File: src/rtl/sr_conv_pkg.sv
// Shared types and the round-half-to-even / saturate helper used by the
// spatial-reduction convolution blocks.
package sr_conv_pkg;

  localparam int DATA_W_DEF = 16;
  localparam int FRAC_W_DEF = 8;
  localparam int ACC_W_DEF  = 40;

  // Working width of round_sat; any accumulator up to this width fits.
  localparam int RS_W = 64;

  typedef struct packed {
    logic [31:0] ch, tap, col, row;
  } cnt_t;

  typedef struct packed {
    logic signed [RS_W-1:0] val;
    logic                   sat;
  } rs_t;

  function automatic rs_t round_sat(input logic signed [RS_W-1:0] full,
                                    input int frac_w, input int data_w);
    logic signed [RS_W-1:0] q, hi, lo, half, mask;
    rs_t r;
    half = 64'sd1 <<< (frac_w - 1);
    mask = half - 64'sd1;
    q    = full >>> frac_w;
    if (((full & half) != '0) && (((full & mask) != '0) || q[0]))
      q = q + 64'sd1;
    hi    = (64'sd1 <<< (data_w - 1)) - 64'sd1;
    lo    = -(64'sd1 <<< (data_w - 1));
    r.sat = (q > hi) || (q < lo);
    r.val = (q > hi) ? hi : ((q < lo) ? lo : q);
    return r;
  endfunction

endpackage

File: src/rtl/sr_conv_channel_p_round_sat.sv
// Output stage: rounds and saturates the accumulated result and registers
// the channel outputs.
module sr_round_sat
  import sr_conv_pkg::*;
#(
  parameter int DATA_W = DATA_W_DEF,
  parameter int FRAC_W = FRAC_W_DEF,
  parameter int ACC_W  = ACC_W_DEF
)(
  input  logic                     clk,
  input  logic                     rst_n,
  input  logic                     clear,
  input  logic                     valid,
  input  logic                     last,
  input  logic signed [ACC_W-1:0]  full,
  output logic signed [DATA_W-1:0] out_data,
  output logic                     out_valid,
  output logic                     out_last,
  output logic                     out_sat
);

  rs_t rs;

  always_comb rs = round_sat(RS_W'(full), FRAC_W, DATA_W);

  // S4: registered outputs; data holds between result pulses
  always_ff @(posedge clk or negedge rst_n) begin
    if (!rst_n) begin
      out_data  <= '0;
      out_valid <= 1'b0;
      out_last  <= 1'b0;
      out_sat   <= 1'b0;
    end else if (clear) begin
      out_valid <= 1'b0;
      out_last  <= 1'b0;
      out_sat   <= 1'b0;
    end else begin
      out_valid <= valid;
      out_last  <= valid && last;
      out_sat   <= valid && rs.sat;
      if (valid) out_data <= DATA_W'(rs.val);
    end
  end

endmodule

File: src/rtl/sr_conv_channel_p.sv
// Spatial-reduction convolution accumulator for one output channel: streams
// activation/weight beats, carries per-column partial sums across kernel rows.
module sr_conv_channel_p
  import sr_conv_pkg::*;
#(
  parameter int DATA_W   = DATA_W_DEF,
  parameter int FRAC_W   = FRAC_W_DEF,
  parameter int ACC_W    = ACC_W_DEF,
  parameter int CH       = 64,
  parameter int KW       = 8,
  parameter int KH       = 8,
  parameter int OUT_COLS = 22
)(
  input  logic                     clk,
  input  logic                     rst_n,
  input  logic                     clear,
  input  logic                     in_valid,
  input  logic signed [DATA_W-1:0] in_data,
  input  logic signed [DATA_W-1:0] weight,
  input  logic signed [DATA_W-1:0] bias,
  output logic signed [DATA_W-1:0] out_data,
  output logic                     out_valid,
  output logic                     out_last,
  output logic                     out_sat
);

  localparam int CW    = (OUT_COLS > 1) ? $clog2(OUT_COLS) : 1;
  localparam int DEPTH = 1 << CW;
  localparam int PW    = 2 * DATA_W;

  cnt_t cnt;
  logic take, ch_end, tap_end, col_end, row_end;

  logic signed [DATA_W-1:0] x_p1, w_p1, bias_p1, bias_p2;
  logic [CW-1:0]            col_p1, col_p2;
  logic                     first_p1, last_p1, final_p1;
  logic                     first_p2, last_p2, final_p2;
  logic                     vld_p1, vld_p2, vld_p3, lcol_p3;
  logic signed [PW-1:0]     prod_p2;
  logic signed [ACC_W-1:0]  base_p2, sum_p2, acc_p3, full_p3;
  logic signed [ACC_W-1:0]  col_buf [DEPTH];

  assign take    = in_valid && !clear;
  assign ch_end  = cnt.ch  == 32'(CH - 1);
  assign tap_end = cnt.tap == 32'(KW - 1);
  assign col_end = cnt.col == 32'(OUT_COLS - 1);
  assign row_end = cnt.row == 32'(KH - 1);

  always_ff @(posedge clk or negedge rst_n) begin
    if (!rst_n) begin
      cnt <= '0;
    end else if (clear) begin
      cnt <= '0;
    end else if (in_valid) begin
      cnt.ch <= ch_end ? '0 : cnt.ch + 32'd1;
      if (ch_end) begin
        cnt.tap <= tap_end ? '0 : cnt.tap + 32'd1;
        if (tap_end) begin
          cnt.col <= col_end ? '0 : cnt.col + 32'd1;
          if (col_end) cnt.row <= row_end ? '0 : cnt.row + 32'd1;
        end
      end
    end
  end

  always_ff @(posedge clk or negedge rst_n) begin
    if (!rst_n) begin
      vld_p1 <= 1'b0;
      vld_p2 <= 1'b0;
      vld_p3 <= 1'b0;
    end else if (clear) begin
      vld_p1 <= 1'b0;
      vld_p2 <= 1'b0;
      vld_p3 <= 1'b0;
    end else begin
      vld_p1 <= take;
      vld_p2 <= vld_p1;
      vld_p3 <= vld_p2 && final_p2;
    end
  end

  // S1: operands and position tags
  always_ff @(posedge clk) begin
    if (take) begin
      x_p1     <= in_data;
      w_p1     <= weight;
      bias_p1  <= bias;
      col_p1   <= cnt.col[CW-1:0];
      first_p1 <= (cnt.ch == '0) && (cnt.tap == '0);
      last_p1  <= ch_end && tap_end;
      final_p1 <= ch_end && tap_end && row_end;
    end
  end

  // S2: full-precision signed product
  always_ff @(posedge clk) begin
    if (vld_p1) begin
      prod_p2  <= PW'(x_p1) * PW'(w_p1);
      bias_p2  <= bias_p1;
      col_p2   <= col_p1;
      first_p2 <= first_p1;
      last_p2  <= last_p1;
      final_p2 <= final_p1;
    end
  end

  // S3: the buffer is read and rewritten in this same cycle, so a column
  // revisited on the very next beat already sees the updated partial sum.
  always_comb begin
    base_p2 = first_p2 ? col_buf[col_p2] : acc_p3;
    sum_p2  = base_p2 + ACC_W'(prod_p2);
  end

  always_ff @(posedge clk) begin
    if (vld_p2) acc_p3 <= sum_p2;
    if (vld_p2 && final_p2) begin
      full_p3 <= sum_p2 + (ACC_W'(bias_p2) <<< FRAC_W);
      lcol_p3 <= col_p2 == CW'(OUT_COLS - 1);
    end
  end

  always_ff @(posedge clk or negedge rst_n) begin
    if (!rst_n) begin
      for (int i = 0; i < DEPTH; i++) col_buf[i] <= '0;
    end else if (clear) begin
      for (int i = 0; i < DEPTH; i++) col_buf[i] <= '0;
    end else if (vld_p2 && last_p2) begin
      col_buf[col_p2] <= final_p2 ? '0 : sum_p2;
    end
  end

  sr_round_sat #(
    .DATA_W (DATA_W),
    .FRAC_W (FRAC_W),
    .ACC_W  (ACC_W)
  ) u_round_sat (
    .clk       (clk),
    .rst_n     (rst_n),
    .clear     (clear),
    .valid     (vld_p3),
    .last      (lcol_p3),
    .full      (full_p3),
    .out_data  (out_data),
    .out_valid (out_valid),
    .out_last  (out_last),
    .out_sat   (out_sat)
  );

endmodule

File: config.mk
export PLATFORM = sky130hd
export DESIGN_NAME = sr_conv_channel_p
export DESIGN_NICKNAME = d
export VERILOG_FILES = /design/src/rtl/sr_conv_pkg.sv /design/src/rtl/sr_conv_channel_p_round_sat.sv /design/src/rtl/sr_conv_channel_p.sv
export SDC_FILE = /design/constraint.sdc
export NUM_CORES = 2
export LEC_CHECK = 0
export CAP_MARGIN = 20
export CORE_MARGIN = 5
export CORE_UTILIZATION = 40
export CTS_CLUSTER_SIZE = 12
export DETAILED_ROUTE_END_ITERATION = 10
export GPL_TIMING_DRIVEN = 0
export SLEW_MARGIN = 10
export SYNTH_ARGS = -nofsm -noshare
export SYNTH_HDL_FRONTEND = slang
export SYNTH_SLANG_ARGS = --single-unit
File: constraint.sdc
create_clock -name clk -period 7.3 [get_ports clk]
set_clock_uncertainty 0.1 [all_clocks]
set_input_delay 1.46 -clock clk [delete_from_list [all_inputs] [get_ports clk]]
set_output_delay 1.46 -clock clk [all_outputs]
set_load 0.01 [all_outputs]
==> results.md <==
* Status: complete, no violations
* Final count of hold timing violations at 0
* Reg2reg path depth at 26
* Final TNS setup at 0 ps
* # rows at 167
* Reg-to-Reg Start: col_p2[1]$_DFFE_PP_
* H-tree lvl count at 4
* Clk buf depth at 3
* Total congestion overflow at 0
* Final count of pins violating max slew at 0
* TritonCTS buffer count at 177
* Crit path arrival time at 7690 ps
* DRC errors left at 0
* CTS root buf: clkbuf_16
* Number of global-route vias before repair at 62.4k
* Slew at the pin closest to its max-slew limit at 1220 ps
* Placed Area at 88,700 µm²
* I/O pin total at 71
* Final min period at 7210 ps
* Worst skew pair latency at 860 ps
* Via count at 62.3k
* Fillers at 18.5k
* Ys Warns at 0
* HP Class: reg -> reg
* XOR/XNOR Fraction of Synth Area at 1.99%
* Sink of the worst hold path: bias_p2[5]$_DFFE_PP_
* Die X at 467 µm
* GRT Util Overall at 27.8%
* Max Clk Rate at 139 MHz
* Setup crit end kind: register
* Number of max-cap violations at 0
* FF-to-FF End: full_p3[38]$_DFFE_PP_
* Synthesized area at 83,400 µm²
* Initial Util at 40.2%
* Final HPWL DP at 227 mm
* DR iter-0 viols at 7,350
* Mux share of post-synthesis cell area at 9.51%
* Crit start category: register
* Largest family of logic cells by synthesized area: compound AO/OA/AOI/OAI gates
* Vias per cell at 6.21
* Sequential share of the synthesized area at 49.8%
* Initial antenna violation count at 7
* Routed WL per cell at 30.6 µm
* Predominant post-synthesis flop cell: dfrtp_1
* Full die area at 218,000 µm²
* RSZ-0062 raised after global routing: yes
* Core area at 207,000 µm²
* CP required at 7780 ps
* R2R setup slack at 90 ps
* CTS clk-pin slew, worst paths at 60 ps
* Antenna-violating nets left at 0
* Final count of negative-setup-slack endpoints at 0
* Clock sink count at 1,623
* Largest net degree at the start of global routing at 168
* PwrDens at 396 nW/µm²
* Gpl congestion at 0.979
* Fraction of registers with async set or reset after synthesis at 88.1%
* Syn Area/Cell at 12.5 µm²
* WL final at 307 mm
* Crit path kind: reg -> reg
* Cell area after layout at 98,100 µm²
* Synth Register Bits at 1,623
* Final period utilization at 98.8%
* Port bufs at 69
* Simple-Gate Fraction of Synth Area at 6.93%
* First-pass GRT wire length at 444 mm
* Max_slew headroom at 18.6%
* Final net count at 7,575
* Post-Syn Nets at 7,145
* Cells after synthesis at 6,668
* Hold path start: bias_p1[5]$_DFFE_PP_
* Layout cells sized above 1 at 17.0%
* Die Span Y at 467 µm
* Area Overhead vs Synth at 17.6%
* CTS tree: built
* Worst-path fanout max at 11
* Synth cell types at 91
* Post-synth EDFFs at 193
* Synth Area in Compound Gates at 18.7%
* Hold Crit Depth at 0
* Max rail drop VDD at 628 µV
* Adder-cell share of the synthesized area at 8.75%
* TritonRoute pass-1 iters at 6
* Leak at 43.5 nW
## power breakdown
group,switching (W),internal [W],leakage [nW],total (W)
Combinational,0.0121,0.00703,18.8,0.0191
Sequential,0.000198,0.0102,21.7,0.0104
Clock,0.00399,0.00533,2.95,0.00932
Total,0.0163,0.0225,43.5,0.0388
## state kept, by name (all words and copies together) (netlist names), 5 cells and up
| register | flops |
|---|---|
| bias_p2 | 16 |
| col_p2 | 5 |
| col_buf | 1280 |
| full_p3 | 40 |
| acc_p3 | 40 |
| bias_p1 | 16 |
| u_round_sat.out_data | 16 |
| cnt | 128 |
| x_p1 | 16 |
| col_p1 | 5 |
| w_p1 | 16 |
| prod_p2 | 32 |
## routing by layer
layer | up-vias | track usage, % | share of wire (%)
met2 | 3352 | 40.8 | 43
met3 | 703 | 9.36 | 12
met4 | 6 | 13.5 | 5.8
met5 | - | 0 | 0.016
met1 | 32531 | 37.2 | 39
li1 | 25714 | - | -
## Yosys cell counts (10+ instances only)
cell type	count	area share, %
mux2_2	22	0.30
o21ai_0	147	0.88
nor3_1	69	0.41
o21a_1	16	0.14
nor2_1	296	1.3
a22oi_1	16	0.14
mux4_2	320	8.6
nand2b_1	27	0.20
ha_1	161	2.4
a211oi_1	25	0.22
buf_1	36	0.16
a21o_1	38	0.34
nor2b_1	45	0.34
nor4_1	40	0.30
nand2_1	304	1.4
dfrtp_1	1430	43
fa_1	264	6.3
nand3_1	85	0.51
and3_1	45	0.34
edfxtp_1	193	6.9
clkbuf_1	490	2.2
o31ai_1	17	0.15
a211oi_2	10	0.15
and2_1	142	1.1
xnor2_1	98	1.0
a31oi_1	23	0.17
a22o_1	1315	14
o221a_2	14	0.19
nand4_1	42	0.31
or3_1	28	0.21
a221oi_1	43	0.45
xor2_1	89	0.93
inv_1	357	1.6
buf_2	47	0.28
a21oi_1	194	1.2
mux2i_1	48	0.58
## final cells by class
cell class	count	area (µm²)	area share, %
inverters	358	1350	1.37
flip-flops and latches	1623	41600	42.4
plain buffers	558	3260	3.32
multi-input cells	4109	39700	40.5
clock buffers	266	5260	5.36
well taps	2788	3490	3.56
repair buffers	271	2660	2.71
clock inverters	54	761	0.776
diodes	1	2.50	0.00255
## how the worst max path moves through the flow
stage	endpoint	slack (ps)	startpoint
final	full_p3[38]$_DFFE_PP_	90	col_p2[1]$_DFFE_PP_
after global routing	full_p3[39]$_DFFE_PP_	-110	col_p2[0]$_DFFE_PP_
after CTS	full_p3[39]$_DFFE_PP_	0.3	col_p2[0]$_DFFE_PP_
after detailed placement	full_p3[35]$_DFFE_PP_	-4560	col_p2[1]$_DFFE_PP_
after global placement	col_buf[1035]$_DFFE_PN0P_	-59720	rst_n
after floorplan	full_p3[38]$_DFFE_PP_	1	col_p2[0]$_DFFE_PP_
## layout by cell type (no fill, tap or decap), types with 147 or more instances in the layout
| cell type | instances |
|---|---|
| nor2_1 | 288 |
| mux4_2 | 320 |
| inv_1 | 356 |
| nand2_1 | 304 |
| fa_1 | 261 |
| edfxtp_1 | 193 |
| a21oi_1 | 167 |
| a22o_1 | 1313 |
| buf_4 | 147 |
| clkbuf_1 | 420 |
| dfrtp_1 | 1428 |
| clkbuf_16 | 189 |
## repair_timing
item                       in CTS  in global routing
gates resized for setup       469                146
setup buffers                  49                 72
setup endpoints to repair    1309                 46
hold buffers                    0                  0
pin swaps                      40                 48
cloned                          1                  0
## worst max-delay path: stages, from the launching register on
cell	delay [ps]
edfxtp_1	340
buf_6	160
clkbuf_16	190
buf_6	250
clkbuf_8	300
clkbuf_8	310
mux4_2	400
mux2i_2	310
o21ai_0	150
a21oi_2	430
a21oi_1	240
ha_4	330
a21o_1	170
a21o_1	180
a21oi_1	280
o21ai_1	160
nor3_2	290
a21oi_4	140
a2111o_1	470
nand3_4	170
clkbuf_8	260
ha_1	300
and2_1	200
nor2b_1	170
a31oi_4	210
a41oi_2	140
xor2_1	190
## stage by stage
stage                     worst slack (ps)  total power, W  hold WS (ps)  util (%)  std cells
after floorplan                       1.38          0.0224           300         -       6668
after global placement              -59720          0.0276           304      42.3       9525
after detailed placement             -4560          0.0279           306      42.8       9600
after CTS                            0.274          0.0382           322      46.8       9955
after global routing                  -115          0.0413           328      47.3      10027
final                                 87.5          0.0388           319      47.3      10028
## cells by family (layout without fill, tap and decap cells)
logic type / after synthesis / count (layout)
compound gates: 1936 / 1936
mux: 390 / 390
fa+ha+maj: 425 / 425
other cells: 0 / 1
buf+inv: 936 / 1507
simple gates: 1170 / 1170
xor+xnor: 188 / 188
flops: 1623 / 1623
Note: power is estimated with default switching activity, not from simulation.
